## src/rtl/router_output_arbiter_pkg.sv

```systemverilog
// Flit-type definitions shared by the Router sub-blocks.
package router_output_arbiter_pkg;

  localparam int TYPE_W = 2;

  typedef enum logic [TYPE_W-1:0] {
    FLIT_HEAD   = 2'b00,
    FLIT_BODY   = 2'b01,
    FLIT_TAIL   = 2'b10,
    FLIT_SINGLE = 2'b11
  } flit_type_e;

  function automatic flit_type_e flit_type(input logic [TYPE_W-1:0] field);
    return flit_type_e'(field);
  endfunction

  function automatic logic opens_packet(input flit_type_e t);
    return (t == FLIT_HEAD) || (t == FLIT_SINGLE);
  endfunction

  function automatic logic closes_packet(input flit_type_e t);
    return (t == FLIT_TAIL) || (t == FLIT_SINGLE);
  endfunction

endpackage

```

## src/rtl/router_output_arbiter_if.sv

```systemverilog
// Flit bus between the input ports, one output arbiter and the downstream link.
interface router_output_arbiter_if #(
  parameter int INPUTS     = 3,
  parameter int DATA_WIDTH = 64
);
  logic [INPUTS*DATA_WIDTH-1:0] data_in_bus;
  logic [INPUTS-1:0]            valid_in_bus;
  logic [INPUTS-1:0]            ready_in_bus;
  logic [DATA_WIDTH-1:0]        data_out;
  logic                         valid_out;
  logic                         ready_out;
  logic [INPUTS-1:0]            grant;
  logic                         locked;
  logic                         overrun;

  modport master (
    output data_in_bus, valid_in_bus, ready_out,
    input  ready_in_bus, data_out, valid_out, grant, locked, overrun
  );

  modport slave (
    input  data_in_bus, valid_in_bus, ready_out,
    output ready_in_bus, data_out, valid_out, grant, locked, overrun
  );
endinterface

```

## src/rtl/router_output_arbiter_rr_arbiter.sv

```systemverilog
// Combinational round-robin picker: first request at or after ptr, wrapping N-1 -> 0.
module rr_arbiter #(
  parameter  int N  = 3,
  localparam int PW = $clog2(N)
) (
  input  logic [N-1:0]  req,
  input  logic [PW-1:0] ptr,
  output logic [N-1:0]  gnt,
  output logic [PW-1:0] idx,
  output logic          any
);

  always_comb begin
    gnt = '0;
    idx = '0;
    any = 1'b0;
    for (int k = 0; k < N; k++) begin
      int j;
      j = int'(ptr) + k;
      if (j >= N) j = j - N;
      if (!any && req[j]) begin
        any    = 1'b1;
        idx    = PW'(j);
        gnt[j] = 1'b1;
      end
    end
  end

endmodule

```

## src/rtl/router_output_arbiter.sv

```systemverilog
// Wormhole switch allocator for one Router output: round-robin among HEAD/SINGLE
// requesters, lock from HEAD to TAIL, forced release after FlitPerPacket flits.
module router_output_arbiter
  import router_output_arbiter_pkg::*;
#(
  parameter int INPUTS        = 3,
  parameter int DATA_WIDTH    = 64,
  parameter int TYPE_WIDTH    = 2,
  parameter int FlitPerPacket = 16
) (
  input logic                   clk,
  input logic                   rst,
  router_output_arbiter_if.slave bus
);

  localparam int PW = $clog2(INPUTS);
  localparam int CW = $clog2(FlitPerPacket + 1);

  typedef enum logic {ST_IDLE, ST_LOCKED} state_e;

  state_e           state;
  logic [PW-1:0]    rr_ptr;
  logic [PW-1:0]    owner;
  logic [CW-1:0]    flit_cnt;
  logic             hold;
  logic             overrun_q;

  logic [INPUTS-1:0] cand;
  logic [INPUTS-1:0] arb_gnt;
  logic [PW-1:0]     arb_idx;
  logic              arb_any;

  logic [PW-1:0]         sel_idx;
  logic                  sel_act;
  logic                  sel_vld;
  logic [INPUTS-1:0]     gnt_vec;
  logic [DATA_WIDTH-1:0] sel_flit;
  flit_type_e            sel_type;
  logic                  xfer;

  function automatic logic [PW-1:0] next_ptr(input logic [PW-1:0] p);
    return (p == PW'(INPUTS - 1)) ? '0 : p + PW'(1);
  endfunction

  // Only flits that can open a packet compete for an idle output.
  for (genvar i = 0; i < INPUTS; i++) begin : g_cand
    assign cand[i] = bus.valid_in_bus[i] &&
      opens_packet(flit_type(bus.data_in_bus[i*DATA_WIDTH + DATA_WIDTH-1 -: TYPE_WIDTH]));
  end

  rr_arbiter #(.N(INPUTS)) u_rr (
    .req (cand),
    .ptr (rr_ptr),
    .gnt (arb_gnt),
    .idx (arb_idx),
    .any (arb_any)
  );

  always_comb begin
    sel_idx = owner;
    sel_act = 1'b0;
    gnt_vec = '0;
    if (!rst) begin
      if (state == ST_LOCKED || hold) begin
        sel_act        = 1'b1;
        gnt_vec[owner] = 1'b1;
      end else if (arb_any) begin
        sel_idx = arb_idx;
        sel_act = 1'b1;
        gnt_vec = arb_gnt;
      end
    end
    sel_flit = bus.data_in_bus[int'(sel_idx)*DATA_WIDTH +: DATA_WIDTH];
    sel_type = flit_type(sel_flit[DATA_WIDTH-1 -: TYPE_WIDTH]);
    sel_vld  = sel_act && bus.valid_in_bus[sel_idx];
    xfer     = sel_vld && bus.ready_out;

    bus.grant        = gnt_vec;
    bus.valid_out    = sel_vld;
    bus.data_out     = sel_act ? sel_flit : '0;
    bus.ready_in_bus = gnt_vec & {INPUTS{bus.ready_out}};
    bus.locked       = !rst && (state == ST_LOCKED);
    bus.overrun      = !rst && overrun_q;
  end

  always_ff @(posedge clk) begin
    if (rst) begin
      state     <= ST_IDLE;
      rr_ptr    <= '0;
      owner     <= '0;
      flit_cnt  <= '0;
      hold      <= 1'b0;
      overrun_q <= 1'b0;
    end else begin
      overrun_q <= 1'b0;
      case (state)
        ST_IDLE: begin
          if (xfer) begin
            hold   <= 1'b0;
            rr_ptr <= next_ptr(sel_idx);
            if (sel_type == FLIT_HEAD) begin
              state    <= ST_LOCKED;
              owner    <= sel_idx;
              flit_cnt <= CW'(1);
            end
          end else if (sel_vld) begin
            // Stalled winner keeps the grant so a later higher-priority HEAD cannot steal it.
            hold  <= 1'b1;
            owner <= sel_idx;
          end else begin
            hold <= 1'b0;
          end
        end
        ST_LOCKED: begin
          if (xfer) begin
            if (closes_packet(sel_type)) begin
              state    <= ST_IDLE;
              flit_cnt <= '0;
            end else if (flit_cnt == CW'(FlitPerPacket - 1)) begin
              state     <= ST_IDLE;
              flit_cnt  <= '0;
              overrun_q <= 1'b1;
            end else begin
              flit_cnt <= flit_cnt + CW'(1);
            end
          end
        end
        default: state <= ST_IDLE;
      endcase
    end
  end

endmodule

```

## src/flat_wrapper.sv

```systemverilog
// flat-port wrapper written by rule: the top's interface ports become plain ports
module router_output_arbiter_flat import router_output_arbiter_pkg::*;
#(
  parameter int INPUTS        = 3,
  parameter int DATA_WIDTH    = 64,
  parameter int TYPE_WIDTH    = 2,
  parameter int FlitPerPacket = 16
)
  (clk, rst, bus_data_in_bus, bus_valid_in_bus, bus_ready_out, bus_ready_in_bus, bus_data_out, bus_valid_out, bus_grant, bus_locked, bus_overrun);
  router_output_arbiter_if #(.INPUTS(INPUTS), .DATA_WIDTH(DATA_WIDTH)) bus_i ();
  input logic clk;
  input logic rst;
  input wire logic [$bits(bus_i.data_in_bus)-1:0] bus_data_in_bus;
  input wire logic [$bits(bus_i.valid_in_bus)-1:0] bus_valid_in_bus;
  input wire logic [$bits(bus_i.ready_out)-1:0] bus_ready_out;
  output wire logic [$bits(bus_i.ready_in_bus)-1:0] bus_ready_in_bus;
  output wire logic [$bits(bus_i.data_out)-1:0] bus_data_out;
  output wire logic [$bits(bus_i.valid_out)-1:0] bus_valid_out;
  output wire logic [$bits(bus_i.grant)-1:0] bus_grant;
  output wire logic [$bits(bus_i.locked)-1:0] bus_locked;
  output wire logic [$bits(bus_i.overrun)-1:0] bus_overrun;
  assign bus_i.data_in_bus = bus_data_in_bus;
  assign bus_i.valid_in_bus = bus_valid_in_bus;
  assign bus_i.ready_out = bus_ready_out;
  assign bus_ready_in_bus = bus_i.ready_in_bus;
  assign bus_data_out = bus_i.data_out;
  assign bus_valid_out = bus_i.valid_out;
  assign bus_grant = bus_i.grant;
  assign bus_locked = bus_i.locked;
  assign bus_overrun = bus_i.overrun;
  router_output_arbiter #(.INPUTS(INPUTS), .DATA_WIDTH(DATA_WIDTH), .TYPE_WIDTH(TYPE_WIDTH), .FlitPerPacket(FlitPerPacket)) u_core (.clk(clk), .rst(rst), .bus(bus_i));
endmodule
```

## config.mk

```make
export PLATFORM = sky130hd
export DESIGN_NAME = router_output_arbiter_flat
export DESIGN_NICKNAME = d
export VERILOG_FILES = /design/src/rtl/router_output_arbiter_pkg.sv /design/src/rtl/router_output_arbiter_if.sv /design/src/rtl/router_output_arbiter_rr_arbiter.sv /design/src/rtl/router_output_arbiter.sv /design/src/flat_wrapper.sv
export SDC_FILE = /design/constraint.sdc
export NUM_CORES = 1
export LEC_CHECK = 0
export CORE_AREA = 2 2 105 107
export DETAILED_ROUTE_END_ITERATION = 6
export DIE_AREA = 0 0 107 109
export PLACE_DENSITY = 0.75
export SYNTH_ARGS = -nofsm -noshare
export SYNTH_HDL_FRONTEND = slang
export SYNTH_SLANG_ARGS = --single-unit
```

## constraint.sdc

```tcl
create_clock -name clk -period 6.7 [get_ports clk]
set_clock_uncertainty 0.15 [all_clocks]
set_input_delay 1.005 -clock clk [delete_from_list [all_inputs] [get_ports clk]]
set_output_delay 1.005 -clock clk [all_outputs]
set_load 0.005 [all_outputs]
```

==> results.md, run 1 <==
- Port buffer count: 270
- Fraction of layout cells with a size suffix above 1: 2.815%
- Number of synthesized flops with an enable pin: 0
- Layout fillers: 1,067
- Seq cells post-synth: 12
- Met3 usage: 4.603%
- Most frequent cells in the layout: clkdlybuf4s50_1, nand2_1, a21oi_1, nor2_1
- Antenna-violating nets left: 0
- CTS Root Cell: clkbuf_8
- Post-synth ARST share: 0%
- Slew headroom: 41.46%
- Leak Pwr: 2.072 nW
- Outcome: complete, no violations
- H-tree levels: 1
- Count of cell types in the netlist: 53
- FF-to-FF End: u_core.flit_cnt[0]$_SDFFE_PP0P_
- Initial antenna violation count: 0
- Post-CTS Setup Bufs: 0
- Hold-fix buffer count after cts: 0
- CP required: 5.54 ns
- Chip height: 109 um
- RSZ-0062 raised after global routing: false
- Core area: 10,600 um^2
- Startpoint Class: input pin
- CTS Buf Count: 3
- Max Fclk: 0.1666 GHz
- Gr usage total: 21.17%
- Hold Fails Final Rpt: 0
- Grt met2 use: 40.17%
- Max clock buf depth: 2
- Critical path capture point type: primary output
- Grt total ovfl: 0
- Worst-margin pin slew: 0.8781 ns
- Top Usage Layer GRT: met2
- Clock Latency Late Sink: 0.24 ns
- YS warnings: 0
- Largest net degree at the start of global routing: 71
- Die Width: 107 um
- Area Overhead vs Synth: 104.1%
- Commonest non-fill, non-tap cell in the layout: clkdlybuf4s50_1
- Reg2Reg Depth: 12
- Flop-to-flop setup slack: 2.28 ns
- Post-synthesis sequential area ratio: 8.877%
- Max Fanout on Critical Path: 70
- Min-delay worst type: reg2reg
- PD cells: 124.0 nW/um^2
- Final setup viols: 0
- I/O Pins: 271
- Cells after synthesis: 511
- Worst path arrival time: 4.85 ns
- Vias in the first global route: 4,170
- Post-Syn Area: 2706 um^2
- Critical Path Source: bus_data_in_bus[127]
- CP Class: in2out
- Rows: 38
- Final period util: 89.58%
- Syn nets: 714
- Mapped Avg Cell Area: 5.296 um^2
- DRC Markers: 0
- Ys flop type: dfxtp_1
- First-pass GRT wire length: 20,180 um
- CTS tree: built
- DR iter-0 viols: 406
- GR Util met1: 24.40%
- VDD IR max: 0.05740 mV
- R2r startpoint: u_core.rr_ptr[0]$_SDFFE_PP0P_
- Initial core utilization: 25.53%
- HPWL after detailed placement: 10,660 um
- Tot Pwr: 685.2 uW
- Critical path destination: bus_data_out[62]
- Fin crit period: 6.002 ns
- Vias: 4,469
- Max-slew violation count: 0
- Drt via density: 5.044
- Final layout net count: 951
- Die area: 11,660 um^2
- Setup tns final: 0 ns
- CTS Sinks: 12
- DR pass1 iterations: 7
- RePlAce Congestion: 0.8829
- # Max-Cap Violations: 0
- Number of diodes: 0
- Mean routed wirelength per cell: 15.51 um
- Final Util: 52.10%
- Final wirelength: 13,740 um
- PostCTS Resize Cnt: 0
- Clock-pin slew on the worst setup and hold paths: 0.05 ns
==> area by class of cell <==
| type | count | area [um^2] | area share [%] |
|---|---|---|---|
| clock buffer | 3 | 41.29 | 0.7475 |
| timing repair buffer | 276 | 2760 | 49.97 |
| multi-input combinational | 448 | 2281 | 41.29 |
| tap | 140 | 175.2 | 3.171 |
| sequential | 12 | 240.2 | 4.349 |
| inverter | 7 | 26.28 | 0.4757 |
==> Yosys cell counts (2+ instances only) <==
library cell	n	area, um^2
or4_1	2	15.01
inv_1	7	26.28
nor3b_1	2	15.01
a22o_1	2	17.52
nor4_1	2	12.51
and2_1	6	37.54
ha_1	5	62.56
buf_2	4	20.02
a31oi_1	3	18.77
xnor2_1	2	17.52
dfxtp_1	12	240.2
nor2b_1	5	31.28
o21a_1	2	15.01
nand2_1	135	506.7
nor3_1	7	35.03
nand3_1	4	20.02
o2bb2ai_1	4	35.03
mux2i_1	4	40.04
buf_1	9	33.78
a21oi_1	133	665.6
nand2b_1	6	37.54
a22oi_1	4	30.03
nor2_1	80	300.3
o21ai_0	13	65.06
clkbuf_1	30	112.6
==> cell families after synthesis <==
family                     count (synthesis)  share of synthesized area [%]
buffers and inverters                     51                          7.397
AOI/OAI and AO/OA                        175                          36.38
and+or+nand+nor                          258                          40.68
adders and majority gates                  6                          2.681
DFF                                       12                          8.877
muxes                                      6                          2.728
xor gates and xnor gates                   3                          1.249
==> flip-flops by register name, indices dropped and copies added, names as in the netlist <==
| signal | flops |
|---|---|
| u_core.owner | 2 |
| u_core.rr_ptr | 2 |
| u_core.flit_cnt | 5 |
| u_core.overrun_q | 1 |
| u_core.state | 1 |
| u_core.hold | 1 |
==> metrics by stage <==
step           hold slack (ns)  setup WS [ns]  cell area (um^2)  std cells
2_1_floorplan           0.3075          2.399              2706        511
3_3_place_gp            0.3331         0.7758              5483        883
3_5_place_dp            0.3458         0.6708              5483        883
4_1_cts                 0.3509         0.6847              5524        886
5_1_grt                 0.3807         0.4081              5524        886
6_report                0.3465         0.6984              5524        886
==> worst max-delay path: stages <==
cell and delay (ns):
clkdlybuf4s50_1 0.45, xnor2_1 0.23, and2_1 0.37, nor3_1 0.17, nor4_4 0.47, mux2i_4 0.30
buf_4 0.60, mux2i_1 0.16, o2bb2ai_1 0.33, nor2b_1 0.18, clkdlybuf4s50_1 0.51
==> report_power, final <==
| part | internal, mW | switching (mW) | total, mW |
|---|---|---|---|
| clock | 0.0396 | 0.0264 | 0.0661 |
| combinational | 0.292 | 0.250 | 0.542 |
| sequential | 0.0737 | 0.00386 | 0.0775 |
| total | 0.405 | 0.280 | 0.685 |
==> worst min path at each step <==
stage                     cells after the start                       startpoint                     endpoint  slack, ns
final                                         1  u_core.flit_cnt[4]$_SDFFE_PP0P_  u_core.overrun_q$_SDFF_PP0_       0.35
after global routing                          1  u_core.flit_cnt[4]$_SDFFE_PP0P_  u_core.overrun_q$_SDFF_PP0_       0.38
after CTS                                     1  u_core.flit_cnt[4]$_SDFFE_PP0P_  u_core.overrun_q$_SDFF_PP0_       0.35
after detailed placement                      1  u_core.flit_cnt[4]$_SDFFE_PP0P_  u_core.overrun_q$_SDFF_PP0_       0.35
after global placement                        1  u_core.flit_cnt[4]$_SDFFE_PP0P_  u_core.overrun_q$_SDFF_PP0_       0.33
after floorplan                               1  u_core.flit_cnt[4]$_SDFFE_PP0P_  u_core.overrun_q$_SDFF_PP0_       0.31
==> metal layers <==
metal / wire length, um / vias to the layer above / share of wire [%]
li1: - / 2207 / -
met1: 5284 / 2022 / 38
met2: 7146 / 222 / 52
met3: 1093 / 18 / 8.0
met4: 215 / 0 / 1.6
met5: 0 / - / 0
Note: power is estimated with default switching activity, not from simulation.
==> run 2, diff against run 1 <==
--- a/config.mk
+++ b/config.mk
@@ -9,6 +9,7 @@
 export DETAILED_ROUTE_END_ITERATION = 6
 export DIE_AREA = 0 0 107 109
 export PLACE_DENSITY = 0.75
+export SLEW_MARGIN = 30
 export SYNTH_ARGS = -nofsm -noshare
 export SYNTH_HDL_FRONTEND = slang
 export SYNTH_SLANG_ARGS = --single-unit
==> results of run 2 <==
Final layout, timing and power as in run 1 (identical DEF).
==> RTL edit 1 (config.mk and constraints of run 2) <==
`FlitPerPacket` is set to 16 in 2 places; all go to 32.
--- a/src/rtl/router_output_arbiter.sv
+++ b/src/rtl/router_output_arbiter.sv
@@ -6,7 +6,7 @@
   parameter int INPUTS        = 3,
   parameter int DATA_WIDTH    = 64,
   parameter int TYPE_WIDTH    = 2,
-  parameter int FlitPerPacket = 16
+  parameter int FlitPerPacket = 32
 ) (
   input logic                   clk,
   input logic                   rst,
--- a/src/flat_wrapper.sv
+++ b/src/flat_wrapper.sv
@@ -4,7 +4,7 @@
   parameter int INPUTS        = 3,
   parameter int DATA_WIDTH    = 64,
   parameter int TYPE_WIDTH    = 2,
-  parameter int FlitPerPacket = 16
+  parameter int FlitPerPacket = 32
 )
   (clk, rst, bus_data_in_bus, bus_valid_in_bus, bus_ready_out, bus_ready_in_bus, bus_data_out, bus_valid_out, bus_grant, bus_locked, bus_overrun);
   router_output_arbiter_if #(.INPUTS(INPUTS), .DATA_WIDTH(DATA_WIDTH)) bus_i ();
Function: same outputs for any inputs over 4 cycles, from zero or initial values and one cycle with rst high; that may be too few to reach the edited logic, so the function may still have changed.
==> RTL edit 1 against run 2 <==
Clock power grew 5.7%; sequential cell count increased by 1; total power increased by 9.4%; via count up 8.0%; count of clock-buffer cells in the layout is 1 higher; die area unchanged; maximum frequency is 1.4% higher; routed wire length increased by 12%; worst hold slack got worse by 0.0054 ns; cell area is 4.9% higher; worst setup slack improved by 0.082 ns; synthesized cell count up 5.5%; synthesized area rose by 6.5%; non-clock buffer count is 2 higher; critical path type unchanged; highest routed layer unchanged.
==> RTL edit 1: results (changes against run 2) <==
Cell Pwr Density = 129.4 nW/um^2 (+4.3%)
Reg area = 260.3 sq um (+8.3%)
bufs w/o clock = 278 (+0.72%)
Syn Nets = 742 (+3.9%)
hpwl dp = 12380 um (+16%)
actual slew at the worst max-slew pin = 0.7947 ns (-0.08337 ns)
number of fill cells = 1071 (+0.37%)
non-clock buffer share of cell area = 48.68% (-1.3 points)
ant diodes = 1 (+1)
Post-DP Area = 5746 sq um (+4.8%)
Vias = 4826 (+8.0%)
Worst path top cell family by delay = compound AO/OA/AOI/OAI gates
RD Place Congestion = 0.9181 (+4.0%)
Clock buffer cells = 4 (+1)
wire length on met3 = 1467 um (+34%)
total leakage power = 0.002215 uW (+6.9%)
Worst Path Max Fanout = 36 (-49%)
count of cell types in the netlist = 56 (+5.7%)
clock-cell share of area = 0.7775% (+0.030 points)
# nets final = 984 (+3.5%)
met3 Track Usage GR = 5.380% (+0.78 points)
worst vdd ir = 0.06412 mV (+12%)
gr usage total = 24.16% (+3.0 points)
met1 wire length = 5587 um (+5.7%)
Post-Layout Cell Count = 921 (+4.0%)
pre-CTS setup slack = 0.8234 ns (+0.1526 ns)
mux contribution to synthesized area = 1.389% (-1.3 points)
synth top area cells = a21oi_1, nand2_1, nor2_1
multi-input gates = 478 (+6.7%)
Synth Area in XOR/XNOR = 1.737% (+0.49 points)
status = completed
Yosys reg bits = 13 (+1)
first-pass iteration count of the detailed router = 5 (-2)
Seq/Total Area, Yosys = 9.032% (+0.16 points)
Synth top cells by count = nand2_1, a21oi_1, nor2_1
footprint of the multi-input gates = 2464 sq um (+8.0%)
vias in the first global route = 4610 (+11%)
layout cell share with drive strength beyond 1 = 3.462% (+0.65 points)
met2 WL = 7741 um (+8.3%)
Compound-Gate Fraction of Synth Area = 38.25% (+1.9 points)
first-pass GRT wire length = 22730 um (+13%)
met1 usage = 27.47% (+3.1 points)
Top Registers = u_core.flit_cnt x6, u_core.owner x2, u_core.rr_ptr x2
adder-cell share of the synthesized area = 2.518% (-0.16 points)
[RTL edit 1: changes by cell type after synthesis, moves of 3 or more]
cell,before,now
nor2_1,80,84
a21oi_1,133,137
buf_2,4,9
nor3_1,7,10
a22oi_1,4,1
o21ai_0,13,6
nand3_1,4,9
clkbuf_1,30,24
a21o_1,1,4
nand2_1,135,146
[RTL edit 1: final timing paths]
kind                   startpoint            endpoint  slack, ns  cells past startpoint
max          bus_data_in_bus[190]    bus_data_out[37]       0.78                     12
min            u_core.flit_cnt[5]  u_core.flit_cnt[5]       0.34                      1
max reg2reg      u_core.rr_ptr[0]  u_core.flit_cnt[2]       2.74                     11
min reg2reg    u_core.flit_cnt[5]  u_core.flit_cnt[5]       0.34                      1
[RTL edit 1: power by group]
part / internal [uW] / switching, uW
logic: 310 / 286
clock network: 41.9 / 28.0
registers: 79.8 / 3.78
total: 432 / 317
==> RTL edit 2 (flow settings as in run 2) <==
Without the edit above. Make the reset (`rst`) asynchronous in one clocked block.
--- a/src/rtl/router_output_arbiter.sv
+++ b/src/rtl/router_output_arbiter.sv
@@ -83,7 +83,7 @@
     bus.overrun      = !rst && overrun_q;
   end
 
-  always_ff @(posedge clk) begin
+  always_ff @(posedge clk or posedge rst) begin
     if (rst) begin
       state     <= ST_IDLE;
       rr_ptr    <= '0;
Behaviour: no difference found for any inputs over 4 cycles, from zero or initial values and one cycle with rst high; that may be too few to reach the edited logic, so the function may still have changed.
==> RTL edit 2 against run 2 <==
Worst setup slack better by 0.38 ns; highest routed layer unchanged; cell area is 3.7% higher; routed wire length is 2.9% higher; synthesized area is 5.8% higher; global-route usage is 0.17 points higher; critical path type unchanged; sequential cell count stayed put.
Power is not compared: it rests on default switching activity, and its combinational part moved more than twofold at a synthesized area within 25%.
==> RTL edit 2: results (changes against run 2) <==
Bufs on Longest Clock Path = 2 (unchanged)
hold slack = 0.3862 ns (+0.03973 ns)
largest net degree at the start of global routing = 51 (-28%)
first-pass GRT wire length = 19840 um (-1.7%)
top cell type's share of synthesized area = 23.43% (-1.2 points)
Vias = 4163 (-6.8%)
Final Cycle Share = 83.95% (-5.6 points)
number of fill cells = 1038 (-2.7%)
gr usage total = 21.33% (+0.17 points)
Syn Nets = 645 (-9.7%)
worst setup path startpoint = bus_data_in_bus[190]
synth top area cells = mux2i_1, nor2_1, a21oi_1
pre-CTS setup slack = 1.101 ns (+0.4304 ns)
vias in the first global route = 3950 (-5.3%)
WHS Endpoint = u_core.flit_cnt[1]
main flop type after synthesis = dfrtp_1
wire per inst = 17.04 um (+9.9%)
Critical path destination = bus_data_out[57]
first-pass iteration count of the detailed router = 5 (-2)
RD Place Congestion = 0.9166 (+3.8%)
DP Cell Count = 825 (-6.6%)
antenna violations before repair = 1 (+1)
Worst Path Arrival = 4.47 ns (-0.38 ns)
final wirelength = 14140 um (+2.9%)
met2 WL = 7228 um (+1.1%)
async set-reset flop share out of synthesis = 100.0% (+100 points)
count of cell types in the netlist = 59 (+11%)
layout cell share with drive strength beyond 1 = 3.628% (+0.81 points)
hpwl dp = 11450 um (+7.4%)
status = completed
R2R setup slack = 2.87 ns (+0.59 ns)
H-tree depth reported by CTS = 1 (unchanged)
Worst Path Max Fanout = 38 (-46%)
Synth top cells by count = nor2_1, a21oi_1, mux2i_1
1st-iter DRT viols = 165 (-59%)
# nets final = 893 (-6.1%)
Seq/Total Area, Yosys = 10.49% (+1.6 points)
syn avg cell area = 6.477 sq um (+22%)
Hold Crit Start = u_core.flit_cnt[1]
clock slew seen by the registers of the worst setup and hold paths = 0.05 ns (about the same)
wire length on met3 = 1081 um (-1.1%)
worst-case reg-to-reg path depth = 11 (-1)
Reg2Reg Capture Point = u_core.owner[0]
Slew HR = 59.90% (+18 points)
Reg-to-Reg Start = u_core.rr_ptr[0]
met1 wire length = 5529 um (+4.6%)
Post-CTS Resized = 0 (unchanged)
==> RTL edit 2: per-stage QoR <==
stage | area, sq um | power [uW]
after floorplan | 2863 | 971.5
after global placement | 5670 | 1559
after detailed placement | 5670 | 1584
after CTS | 5725 | 1669
after global routing | 5728 | 1791
final | 5728 | 1660
==> RTL edit 2: kinds of logic after synthesis <==
logic type               after synthesis  share of synthesized area [%]
AND/OR/NAND/NOR                      193                          29.59
AO/OA/AOI/OAI                        117                          25.31
multiplexers                          69                          24.34
buffers and inverters                 42                          6.338
flip-flops                            12                          10.49
adder cells (fa/ha/maj)                5                          2.185
XOR/XNOR                               4                          1.748
==> RTL edit 2: power breakdown <==
group / leakage (uW) / internal (uW) / switching, uW
registers: 0.000153 / 96.2 / 34.1
logic: 0.00207 / 750 / 701
clock network: 0.0000288 / 51.9 / 27.2
total: 0.00225 / 898 / 762
==> RTL edit 2: routing by layer <==
layer / global-route usage (%) / up-vias
li1: - / 2056
met1: 24.49 / 1897
met2: 39.35 / 192
met3: 5.678 / 18
met4: 5.195 / 0
met5: 0 / -
==> RTL edit 2: cell type report <==
| type | count | area share (%) |
|---|---|---|
| repair buffers | 278 | 48.45 |
| multi-input cells | 388 | 41.79 |
| flip-flops and latches | 12 | 5.242 |
| well taps | 140 | 3.058 |
| clock buffers | 4 | 0.9611 |
| inverters | 7 | 0.4587 |
| diodes | 1 | 0.04369 |
==> RTL edit 2: critical path, cell delays in order <==
cell	delay [ns]
clkdlybuf4s50_1	0.49
xnor2_2	0.36
a22oi_1	0.21
a221oi_2	0.43
o211a_4	0.61
buf_12	0.34
mux2i_1	0.23
nor2_1	0.05
a21oi_1	0.13
nor2_1	0.05
clkdlybuf4s50_1	0.52
